File: config.mk
export PLATFORM = sky130hd
export DESIGN_NAME = wb_arbiter_rr
export DESIGN_NICKNAME = d
export VERILOG_FILES = /design/src/rtl/wb_arbiter_rr.sv
export SDC_FILE = /design/constraint.sdc
export NUM_CORES = 1
export LEC_CHECK = 0
export ABC_AREA = 0
export BUFFER_PORTS_ARGS = -buffer_cell sky130_fd_sc_hd__buf_2
export CAP_MARGIN = 5
export CELL_PAD_IN_SITES_DETAIL_PLACEMENT = 0
export CELL_PAD_IN_SITES_GLOBAL_PLACEMENT = 2
export CORE_MARGIN = 2
export CORE_UTILIZATION = 12
export DETAILED_ROUTE_END_ITERATION = 16
export MAX_ROUTING_LAYER = met4
export PLACE_DENSITY = 0.91
export SLEW_MARGIN = 20
export SYNTH_ARGS = -nofsm -noshare
export SYNTH_HDL_FRONTEND = slang
export SYNTH_SLANG_ARGS = --single-unit
File: constraint.sdc
create_clock -name i_clk -period 1.8 [get_ports i_clk]
set_input_delay 0.09 -clock i_clk [delete_from_list [all_inputs] [get_ports i_clk]]
set_output_delay 0.09 -clock i_clk [all_outputs]
set_load 0.05 [all_outputs]
File: src/rtl/wb_arbiter_rr.sv
// Round-robin arbiter sharing one Wishbone slave port among NUM_MASTERS requesters.
// The grant is held for the whole cyc. A watchdog turns a stalled slave into an err.
module wb_arbiter_rr #(
   parameter int NUM_MASTERS    = 2,
   parameter int TIMEOUT_CYCLES = 255
) (
   input  logic                      i_clk,
   input  logic                      i_rst,
   input  logic [NUM_MASTERS*32-1:0] m_adr_i,
   input  logic [NUM_MASTERS*32-1:0] m_dat_i,
   output logic [NUM_MASTERS*32-1:0] m_dat_o,
   input  logic [NUM_MASTERS-1:0]    m_we_i,
   input  logic [NUM_MASTERS-1:0]    m_stb_i,
   input  logic [NUM_MASTERS-1:0]    m_cyc_i,
   output logic [NUM_MASTERS-1:0]    m_ack_o,
   output logic [NUM_MASTERS-1:0]    m_err_o,
   output logic [31:0]               s_adr_o,
   output logic [31:0]               s_dat_o,
   input  logic [31:0]               s_dat_i,
   output logic                      s_we_o,
   output logic                      s_stb_o,
   output logic                      s_cyc_o,
   input  logic                      s_ack_i,
   output logic [NUM_MASTERS-1:0]    grant_o
);

   localparam int IW = (NUM_MASTERS > 1) ? $clog2(NUM_MASTERS) : 1;
   localparam int CW = (TIMEOUT_CYCLES > 0) ? $clog2(TIMEOUT_CYCLES + 1) : 1;
   localparam logic [CW-1:0] TMO_MAX  = CW'(TIMEOUT_CYCLES);
   localparam logic [IW-1:0] LAST_RST = IW'(NUM_MASTERS - 1);
   localparam logic [NUM_MASTERS-1:0] ONE_HOT0 = {{(NUM_MASTERS-1){1'b0}}, 1'b1};

   typedef enum logic {IDLE, BUSY} state_t;

   state_t                 state;
   logic [NUM_MASTERS-1:0] grant;
   logic [IW-1:0]          gidx;
   logic [IW-1:0]          last;
   logic [CW-1:0]          tcount;

   logic                   busy;
   logic                   tmo_hit;
   logic                   pick_vld;
   logic [IW-1:0]          pick_idx;

   assign busy    = (state == BUSY);
   assign tmo_hit = (TIMEOUT_CYCLES != 0) && busy && (tcount == TMO_MAX);
   assign grant_o = grant;
   assign m_dat_o = {NUM_MASTERS{s_dat_i}};

   // Scan from farthest to nearest offset so the requester closest after 'last' wins.
   always_comb begin
      pick_vld = 1'b0;
      pick_idx = last;
      for (int off = NUM_MASTERS; off >= 1; off--) begin
         if (m_cyc_i[(int'(last) + off) % NUM_MASTERS]) begin
            pick_vld = 1'b1;
            pick_idx = IW'((int'(last) + off) % NUM_MASTERS);
         end
      end
   end

   always_comb begin
      s_cyc_o = busy;
      s_stb_o = 1'b0;
      s_we_o  = 1'b0;
      s_adr_o = '0;
      s_dat_o = '0;
      m_ack_o = '0;
      m_err_o = '0;
      if (busy) begin
         s_stb_o       = m_stb_i[gidx] & ~tmo_hit;
         s_we_o        = m_we_i[gidx];
         s_adr_o       = m_adr_i[int'(gidx)*32 +: 32];
         s_dat_o       = m_dat_i[int'(gidx)*32 +: 32];
         m_ack_o[gidx] = s_ack_i & ~tmo_hit;
         m_err_o[gidx] = tmo_hit;
      end
   end

   always_ff @(posedge i_clk) begin
      if (i_rst) begin
         state  <= IDLE;
         grant  <= '0;
         gidx   <= '0;
         last   <= LAST_RST;
         tcount <= '0;
      end else begin
         case (state)
            IDLE: begin
               tcount <= '0;
               if (pick_vld) begin
                  state <= BUSY;
                  grant <= ONE_HOT0 << pick_idx;
                  gidx  <= pick_idx;
                  last  <= pick_idx;
               end
            end
            BUSY: begin
               if (tmo_hit || s_ack_i || !m_stb_i[gidx] || TIMEOUT_CYCLES == 0)
                  tcount <= '0;
               else
                  tcount <= tcount + 1'b1;
               if (!m_cyc_i[gidx]) begin
                  state  <= IDLE;
                  grant  <= '0;
                  tcount <= '0;
               end
            end
            default: begin
               state <= IDLE;
               grant <= '0;
            end
         endcase
      end
   end

endmodule

==> summary.md, run 1 <==
| Metric | Value |
|---|---|
| Outcome | `complete, no violations` |
| WP data required | `1710 ps` |
| Post-route cell area | `0.003498 mm2` |
| Vias post-DR | `2363` |
| Cells after Synth | `276` |
| # setup viols final | `0` |
| Syn avg cell area | `7.462 um2` |
| Total die area | `0.01823 mm2` |
| Clock sink count | `13` |
| Row cnt | `47` |
| Min-delay worst type | `primary input to register` |
| Pwr per Cell Area | `532.5 mW/mm2` |
| Slew @ Worst Pin | `337.2 ps` |
| Clock transition at path regs | `50 ps` |
| Worst path slowest cell | `dfxtp_1` |
| Vias in the first global route | `2277` |
| Max IR drop VDD | `0.2814 mV` |
| Worst Setup End Kind | `output pin` |
| Post-route minimum period | `1677 ps` |
| Crit start category | `register` |
| Crit path buf inv count | `2` |
| Register area share after synthesis | `12.64%` |
| Final hold slack | `87.08 ps` |
| Reg area | `265.3 um2` |
| Placed cell area | `0.003361 mm2` |
| Post-DR vias/cell | `3.608` |
| Most common cell after layout, fill and taps aside | `buf_2` |
| Max_cap viols | `0` |
| Final Hold Viols | `0` |
| Yosys warning count | `0` |
| 1st-pass router iterations | `4` |
| Routability Congestion | `0.7390` |
| Routed Antenna Nets | `0` |
| DP HPWL | `7632 um` |
| Fin. max-slew vios | `0` |
| CP max stage delay | `330 ps` |
| Fmax | `0.5963 GHz` |
| H-Tree Level Count | `1` |
| Crit-path leading delay family | `buffers and inverters` |
| Pin count of the biggest net entering global routing | `34` |
| Initial antenna violation count | `1` |
| Crit Path Category | `register to output pin` |
| CP Max Fanout | `4` |
| Clk_lat worst skew | `240 ps` |
| Share of post-route cells with drive strength above 1 | `67.59%` |
| Drt initial violations | `51` |
| Cts bufs inserted | `3` |
| Multi-input logic area | `0.001579 mm2` |
| Synth-to-layout area growth | `69.87%` |
| Maximum clock insertion buffer count | `2` |
| Drt total wl | `8971 um` |
| DRC | `0` |
| Count of cell types in the netlist | `37` |
| Core Area | `0.01670 mm2` |
| CP arrival | `1590 ps` |
| GR Overflow Total | `0` |
| Netlist Area Pre-Place | `0.002059 mm2` |
| WL/cell | `13.70 um` |
| FF+latch count, synth | `13` |
| Buffers on Ports | `209` |
| Most used cell, CP | `nor3_2` |
| Net count after synthesis | `446` |
| Tcrit/Tclk final | `93.16%` |
| Ant. Diodes | `0` |
| Setup TNS | `0 ps` |
| First-pass GRT wire length | `12870 um` |
| Clk_skew | `5.148 ps` |
| Most frequent cells in the layout | `208 x buf_2, 65 x mux2i_1, 40 x nor2_4, 27 x nor2_1, 20 x buf_4` |
| Die width | `135.0 um` |
| Clock root buffer | `clkbuf_16` |
| Initial core utilization | `12.33%` |
| RSZ-0062 raised after global routing | `false` |
| P_leak | `1.611 nW` |
| Total GRT Usage | `9.349%` |
| I/O pin count | `306` |
| Slew headroom | `76.88%` |
| Post-CTS Hold Buffers | `0` |
| CP Cell Sequence | `ha_2 > nand3_1 > nor3_2 > buf_4 > nor3_2 > buf_2` |
| CTS tree | `yes` |
| Chip height | `135.0 um` |
| Fillers | `1878` |
| Nets | `606` |
[worst register-to-register path, stage by stage, from the launching register on]
cell	delay, ps
dfxtp_4	460
buf_6	210
mux2_2	400
o21ba_2	210
and3_1	130
[kinds of logic (layout without fill, tap and decap cells)]
kind of cell / count (synthesis) / in the layout / share of synthesized area (%)
XOR/XNOR: 3 / 3 / 1.276
flip-flops: 13 / 13 / 12.64
multiplexers: 67 / 67 / 32.69
AO/OA/AOI/OAI: 12 / 12 / 4.314
buffers and inverters: 81 / 240 / 26.85
AND/OR/NAND/NOR: 99 / 99 / 21.63
adder cells (fa/ha/maj): 1 / 1 / 0.6074
[worst paths after layout]
check	from	to	slack, ps	depth (start not counted)
max	tcount[0]	m_ack_o[0]	120	6
min	i_rst	gidx	90	2
max reg2reg	gidx	grant_o[0]	270	4
min reg2reg	tcount[0]	tcount[0]	480	1
[per-layer routing]
| layer | up-vias | part of all wire [%] | GRT usage (%) |
|---|---|---|---|
| met4 | 0 | 1.5 | 2.083 |
| met3 | 22 | 6.5 | 1.239 |
| met2 | 114 | 51 | 16.30 |
| met5 | - | 0 | - |
| li1 | 1190 | - | - |
| met1 | 1037 | 41 | 11.50 |
[stage by stage]
stage               worst slack [ps]  power, mW  util, %  instances
floorplan                     -11.70      1.454        -        276
global placement               202.0      1.446    20.12        645
detailed placement             186.3      1.449    20.12        645
CTS                            22.95      1.888    20.66        650
global route                   17.49      1.973    20.95        655
finish                         123.1      1.863    20.95        655
[sequential cells by signal, summed over array words and instances (netlist names)]
name / count
tcount: 8
s_cyc_o: 1
grant_o: 2
gidx: 1
last: 1
[area by class of cell]
cell class	instances	share of cell area [%]
multi-input cells	182	45.14
repair buffers	234	36.87
well taps	220	7.868
flip-flops and latches	13	7.582
clock buffers	4	2.253
inverters	2	0.2861
[power by group]
group / switching (mW) / internal [mW]
registers: 0.0172 / 0.298
clock network: 0.125 / 0.299
logic: 0.735 / 0.389
[synth_stat cells, drive strengths merged]
cell type  number  area share [%]
a211o           1            0.43
a211oi          3             1.3
a21oi           2            0.49
and2            1            0.30
and3            1            0.30
buf            75              26
clkbuf          4            0.73
clkinv          1            0.18
dfxtp          13              13
ha              1            0.61
inv             1            0.18
mux2            2             1.1
mux2i          65              32
nand2           7             1.3
nand2b          2            0.61
nand3           5             1.5
nand4           2            0.91
nor2           67              12
nor3            7             1.9
nor3b           3             1.1
nor4            1            0.30
o211ai          1            0.36
o21a            1            0.36
o21ai           2            0.49
o21ba           1            0.49
o31ai           1            0.36
or3             2            0.67
or4             1            0.55
xnor2           1            0.43
xor2            2            0.85
[timing repair]
item	4_1_cts	5_1_grt
gates resized for setup	0	3
setup buffers	1	5
setup endpoints to repair	20	8
Power figures use the tool's default switching activity.
==> inputs of run 2 (changes only) <==
MAX_ROUTING_LAYER = not set   (was met4)
==> run 2 against run 1 <==
Sequential share of layout area unchanged. Via count down 0.30%. Final cell count unchanged. Worst setup slack about the same. Clock skew about the same. Sequential cell count unchanged. Sequential power about the same. Highest routed layer unchanged.
==> summary.md, run 2 (same netlist as run 1, synthesis figures left out) <==
| Metric | Value |
|---|---|
| WL/cell | `13.72 um (+0.18%)` |
| First-pass GRT wire length | `12880 um (about the same)` |
| GR Overflow Total | `0 (unchanged)` |
| Final setup margin | `123.0 ps (-0.03300 ps)` |
| Pwr per Cell Area | `532.7 mW/mm2 (about the same)` |
| Drt total wl | `8987 um (+0.18%)` |
| H-Tree Level Count | `1 (unchanged)` |
| Slew headroom | `76.87% (about the same)` |
| Row cnt | `47 (unchanged)` |
| Most used cell, CP | `nor3_2` |
| Most flops, register | `tcount` |
| Worst path slowest cell | `dfxtp_1` |
| DRC | `0 (unchanged)` |
| Share of post-route cells with drive strength above 1 | `67.59% (unchanged)` |
| Initial core utilization | `12.33% (unchanged)` |
| Final Hold Viols | `0 (unchanged)` |
| Vias in the first global route | `2279 (+0.088%)` |
| Crit start category | `register` |
| Die width | `135.0 um (unchanged)` |
| Max IR drop VDD | `0.2827 mV (+0.47%)` |
| Crit Path Category | `register to output pin` |
| Pin count of the biggest net entering global routing | `34 (unchanged)` |
| Fin. max-slew vios | `0 (unchanged)` |
| Maximum clock insertion buffer count | `2 (unchanged)` |
| Outcome | `complete, no violations` |
| Total power | `1.864 mW (about the same)` |
| Slew @ Worst Pin | `337.3 ps (+0.1121 ps)` |
| Crit path buf inv count | `2 (unchanged)` |
| Nets | `606 (unchanged)` |
| Ant. Diodes | `0 (unchanged)` |
| Clock transition at path regs | `50 ps (about the same)` |
| CTS tree | `yes` |
| Buffers on Ports | `209 (unchanged)` |
| Min-delay worst type | `primary input to register` |
| Place WS | `186.3 ps (unchanged)` |
| Total GRT Usage | `9.069% (-0.28 points)` |
| CP Max Fanout | `4 (unchanged)` |
| Initial antenna violation count | `1 (unchanged)` |
| I/O pin count | `306 (unchanged)` |
| Clk_skew | `4.740 ps (-0.4086 ps)` |
| Max_cap viols | `0 (unchanged)` |
| Number of flip-flops in the largest register | `8 (unchanged)` |
| 1st-pass router iterations | `4 (unchanged)` |
| Core Area | `0.01670 mm2 (unchanged)` |
| Post-DR vias/cell | `3.597 (-0.30%)` |
| Tcrit/Tclk final | `93.16% (about the same)` |
| Chip height | `135.0 um (unchanged)` |
| WP data required | `1710 ps (about the same)` |
| Most frequent cells in the layout | `208 x buf_2, 65 x mux2i_1, 40 x nor2_4, 27 x nor2_1, 20 x buf_4` |
| Vias post-DR | `2356 (-0.30%)` |
| Clk_lat worst skew | `240 ps (about the same)` |
| Synth-to-layout area growth | `69.87% (unchanged)` |
| Routability Congestion | `0.7298 (-1.2%)` |
| Placed cell area | `0.003361 mm2 (unchanged)` |
| Most common cell after layout, fill and taps aside | `buf_2` |
| Crit-path leading delay family | `buffers and inverters` |
| Fmax | `0.5963 GHz (about the same)` |
| P_leak | `1.611 nW (unchanged)` |
| Routed Antenna Nets | `0 (unchanged)` |
| Drt initial violations | `59 (+16%)` |
| RSZ-0062 raised after global routing | `false` |
| Worst Setup End Kind | `output pin` |
| Post-route minimum period | `1677 ps (+0.03300 ps)` |
| CP arrival | `1590 ps (about the same)` |
| Clock sink count | `13 (unchanged)` |
| CP max stage delay | `330 ps (about the same)` |
| CP Cell Sequence | `ha_2 > nand3_1 > nor3_2 > buf_4 > nor3_2 > buf_2` |
| DP HPWL | `7632 um (unchanged)` |
| Post-route cell area | `0.003498 mm2 (unchanged)` |
| Clock root buffer | `clkbuf_16` |
| Total die area | `0.01823 mm2 (unchanged)` |
| Cts bufs inserted | `3 (unchanged)` |
| # setup viols final | `0 (unchanged)` |
[run 2: cell counts in the layout (fill, tap and decap cells not counted)]
Identical to the previous run, type by type.
[run 2: stage by stage]
stage / setup TNS, ps / utilization [%] / hold WS, ps / instances
final: 0 / 20.95 / 86.30 / 655
after global routing: 0 / 20.95 / 105.1 / 655
after CTS: 0 / 20.66 / 86.57 / 650
after detailed placement: 0 / 20.12 / 180.5 / 645
after global placement: 0 / 20.12 / 180.5 / 645
after floorplan: -93.60 / - / 159.1 / 276
[run 2: final timing paths]
check	startpoint	endpoint	slack (ps)	cells after the start
setup / recovery	tcount[0]	m_ack_o[0]	120	6
hold / removal	i_rst	gidx	90	2
setup reg to reg	gidx	grant_o[0]	270	4
hold reg to reg	tcount[0]	tcount[0]	480	1
[run 2: worst register-to-register path, stage by stage, from the launching register on]
cell and delay [ps]:
dfxtp_4 460, buf_6 210, mux2_2 400, o21ba_2 210, and3_1 130
[run 2: repair_timing]
action                     4_1_cts  5_1_grt
setup buffers                    1        5
resized for setup                0        3
hold buffers                     0        0
setup endpoints to repair       20        8
[run 2: final cells by class]
type	instances	area [um2]
Clock buffer	4	78.83
Inverter	2	10.01
Timing Repair Buffer	234	1290
Multi-Input combinational cell	182	1579
Fill cell	1878	13200
Tap cell	220	275.3
Sequential cell	13	265.3
[run 2: layer usage]
layer	vias up	wire (um)	global-route usage [%]
met5	-	0	0
met4	0	133	2.083
met3	22	580	1.239
met2	113	4532	16.27
met1	1028	3740	11.48
li1	1193	-	-
[run 2: report_power, final]
| part | switching (mW) | internal [mW] |
|---|---|---|
| clock | 0.126 | 0.299 |
| sequential | 0.0172 | 0.298 |
| combinational | 0.734 | 0.389 |
| total | 0.877 | 0.986 |
==> inputs of run 3 (changes only) <==
CORE_MARGIN = not set   (was 2)
==> run 3 against run 2 <==
Final cell count fell by 1.7%. Critical path depth unchanged. Maximum frequency grew 0.42%. First-iteration DRC count shrank 27%. Cell area fell by 2.4%. Power decreased by 2.5%. Clock-buffer cell count is 1 lower. Global-route usage is 0.70 points lower. Sequential power about the same. Sequential share of layout area rose by 0.19 points. Clock power fell by 2%. Sequential cell count stayed put. Critical endpoint is now m_err_o[1]. Highest routed layer unchanged.
==> summary.md, run 3 (same netlist as run 1, synthesis figures left out) <==
| Metric | Value |
|---|---|
| CP Max Fanout | `4 (unchanged)` |
| Total GRT Usage | `8.366% (-0.70 points)` |
| Most common cell after layout, fill and taps aside | `buf_2` |
| Slew headroom | `70.22% (-6.6 points)` |
| Pin count of the biggest net entering global routing | `42 (+24%)` |
| WP data required | `1710 ps (about the same)` |
| Start point of the critical path | `tcount[0]` |
| Worst Setup End Kind | `output pin` |
| Drt total wl | `7945 um (-12%)` |
| Reg2reg end | `tcount[7]` |
| Total die area | `0.01769 mm2 (-2.9%)` |
| Initial antenna violation count | `0 (-1)` |
| Min-delay worst type | `primary input to register` |
| Fmax | `0.5988 GHz (+0.42%)` |
| Pwr per Cell Area | `532.6 mW/mm2 (about the same)` |
| P_leak | `1.558 nW (-3.2%)` |
| Final Hold Viols | `0 (unchanged)` |
| R2R setup slack | `440 ps (+170 ps)` |
| Nets | `595 (-1.8%)` |
| Worst R2R Path Depth | `3 (-1)` |
| CP arrival | `1580 ps (about the same)` |
| DP HPWL | `6777 um (-11%)` |
| Chip height | `133.0 um (-1.5%)` |
| Fin. max-slew vios | `0 (unchanged)` |
| Initial core utilization | `12.38% (+0.044 points)` |
| Core Area | `0.01664 mm2 (-0.35%)` |
| CTS tree | `yes` |
| Max_cap viols | `0 (unchanged)` |
| Clk_lat worst skew | `240 ps (about the same)` |
| CP endpoint | `m_err_o[1]` |
| # setup viols final | `0 (unchanged)` |
| Clock root buffer | `clkbuf_16` |
| Clock sink count | `13 (unchanged)` |
| Most frequent cells in the layout | `208 x buf_2, 65 x mux2i_1, 40 x nor2_4, 27 x nor2_1` |
| Clk_skew | `5.249 ps (+0.5089 ps)` |
| I/O pin count | `306 (unchanged)` |
| Final hold slack | `103.6 ps (+17.27 ps)` |
| Post-route minimum period | `1670 ps (-7.024 ps)` |
| Routability Congestion | `0.7706 (+5.6%)` |
| Ant. Diodes | `0 (unchanged)` |
| Tcrit/Tclk final | `92.77% (-0.39 points)` |
| Post-DR vias/cell | `3.615 (+0.50%)` |
| Crit Path Category | `register to output pin` |
| DRC | `0 (unchanged)` |
| First-pass GRT wire length | `11570 um (-10%)` |
| Slew @ Worst Pin | `446.7 ps (+109.4 ps)` |
| Maximum clock insertion buffer count | `2 (unchanged)` |
| Synth-to-layout area growth | `65.73%` |
| Routed Antenna Nets | `0 (unchanged)` |
| Share of post-route cells with drive strength above 1 | `66.98% (-0.61 points)` |
| Vias post-DR | `2328 (-1.2%)` |
| Vias in the first global route | `2288 (+0.39%)` |
| Clock transition at path regs | `50 ps (about the same)` |
| Cts bufs inserted | `3 (unchanged)` |
| RSZ-0062 raised after global routing | `false` |
| GR Overflow Total | `0 (unchanged)` |
| Outcome | `complete, no violations` |
| Drt initial violations | `43 (-27%)` |
| 1st-pass router iterations | `4 (unchanged)` |
| Crit start category | `register` |
| Row cnt | `47 (unchanged)` |
| Max IR drop VDD | `0.3278 mV (+16%)` |
| Fin util | `20.51% (-0.44 points)` |
| Setup TNS | `0 ps (unchanged)` |
| Most flops, register | `tcount` |
| Buffers on Ports | `209 (unchanged)` |
| H-Tree Level Count | `1 (unchanged)` |
| Critical R2R Launch | `tcount[2]` |
| Number of flip-flops in the largest register | `8 (unchanged)` |
| WL/cell | `12.34 um (-10%)` |
| Die width | `133.0 um (-1.5%)` |
## run 3: worst min path at each step
stage / from / to / slack (ps) / cells after the start
6_report: i_rst / gidx / 100 / 2
3_5_place_dp: s_dat_i[6] / m_dat_o[38] / 180 / 0
2_1_floorplan: i_rst / gidx / 160 / 1
3_3_place_gp: s_dat_i[6] / m_dat_o[38] / 180 / 0
5_1_grt: i_rst / gidx / 120 / 2
4_1_cts: i_rst / gidx / 110 / 2
## run 3: worst max-delay path: stages, from the launching register on
cell and delay [ps]:
dfxtp_1 370, ha_2 240, nand3_2 120, nor3_1 150
buf_4 160, and2_1 120, buf_4 190
## run 3: repair_timing
item                                    CTS  global route
resized for setup                         0             4
buffers inserted                          0             3
endpoints found under the setup margin    0            14
hold buffers                              0             0
## run 3: stage by stage
| step | area (um2) | setup slack (ps) | total power [mW] | cells |
|---|---|---|---|---|
| final | 3413 | 130.1 | 1.818 | 644 |
| after global routing | 3413 | 23.41 | 1.905 | 644 |
| after CTS | 3381 | 12.69 | 1.835 | 641 |
| after detailed placement | 3301 | 287.1 | 1.415 | 637 |
| after global placement | 3301 | 290.1 | 1.415 | 637 |
| after floorplan | 2391 | -11.70 | 1.454 | 276 |
## run 3: power breakdown
| group | internal (mW) | total, mW | leakage [nW] | switching [mW] |
|---|---|---|---|---|
| combinational | 0.367 | 1.09 | 1.41 | 0.723 |
| clock | 0.295 | 0.416 | 0.0409 | 0.121 |
| sequential | 0.298 | 0.312 | 0.107 | 0.0142 |
| total | 0.960 | 1.82 | 1.56 | 0.858 |
## run 3: final cells by class
type                       count  area [um2]
inverter                       2       10.01
fill                        1866       13230
sequential                    13       265.3
clock inverter                 1       5.005
timing repair buffer         223        1204
multi-input combinational    182        1579
tap                          220       275.3
clock buffer                   3       75.07
## run 3: routing by layer
layer	wire length [um]	global-route usage [%]
met2	3658	14.25
met1	3350	10.08
met4	184	3.001
met5	0	0
met3	751	2.146
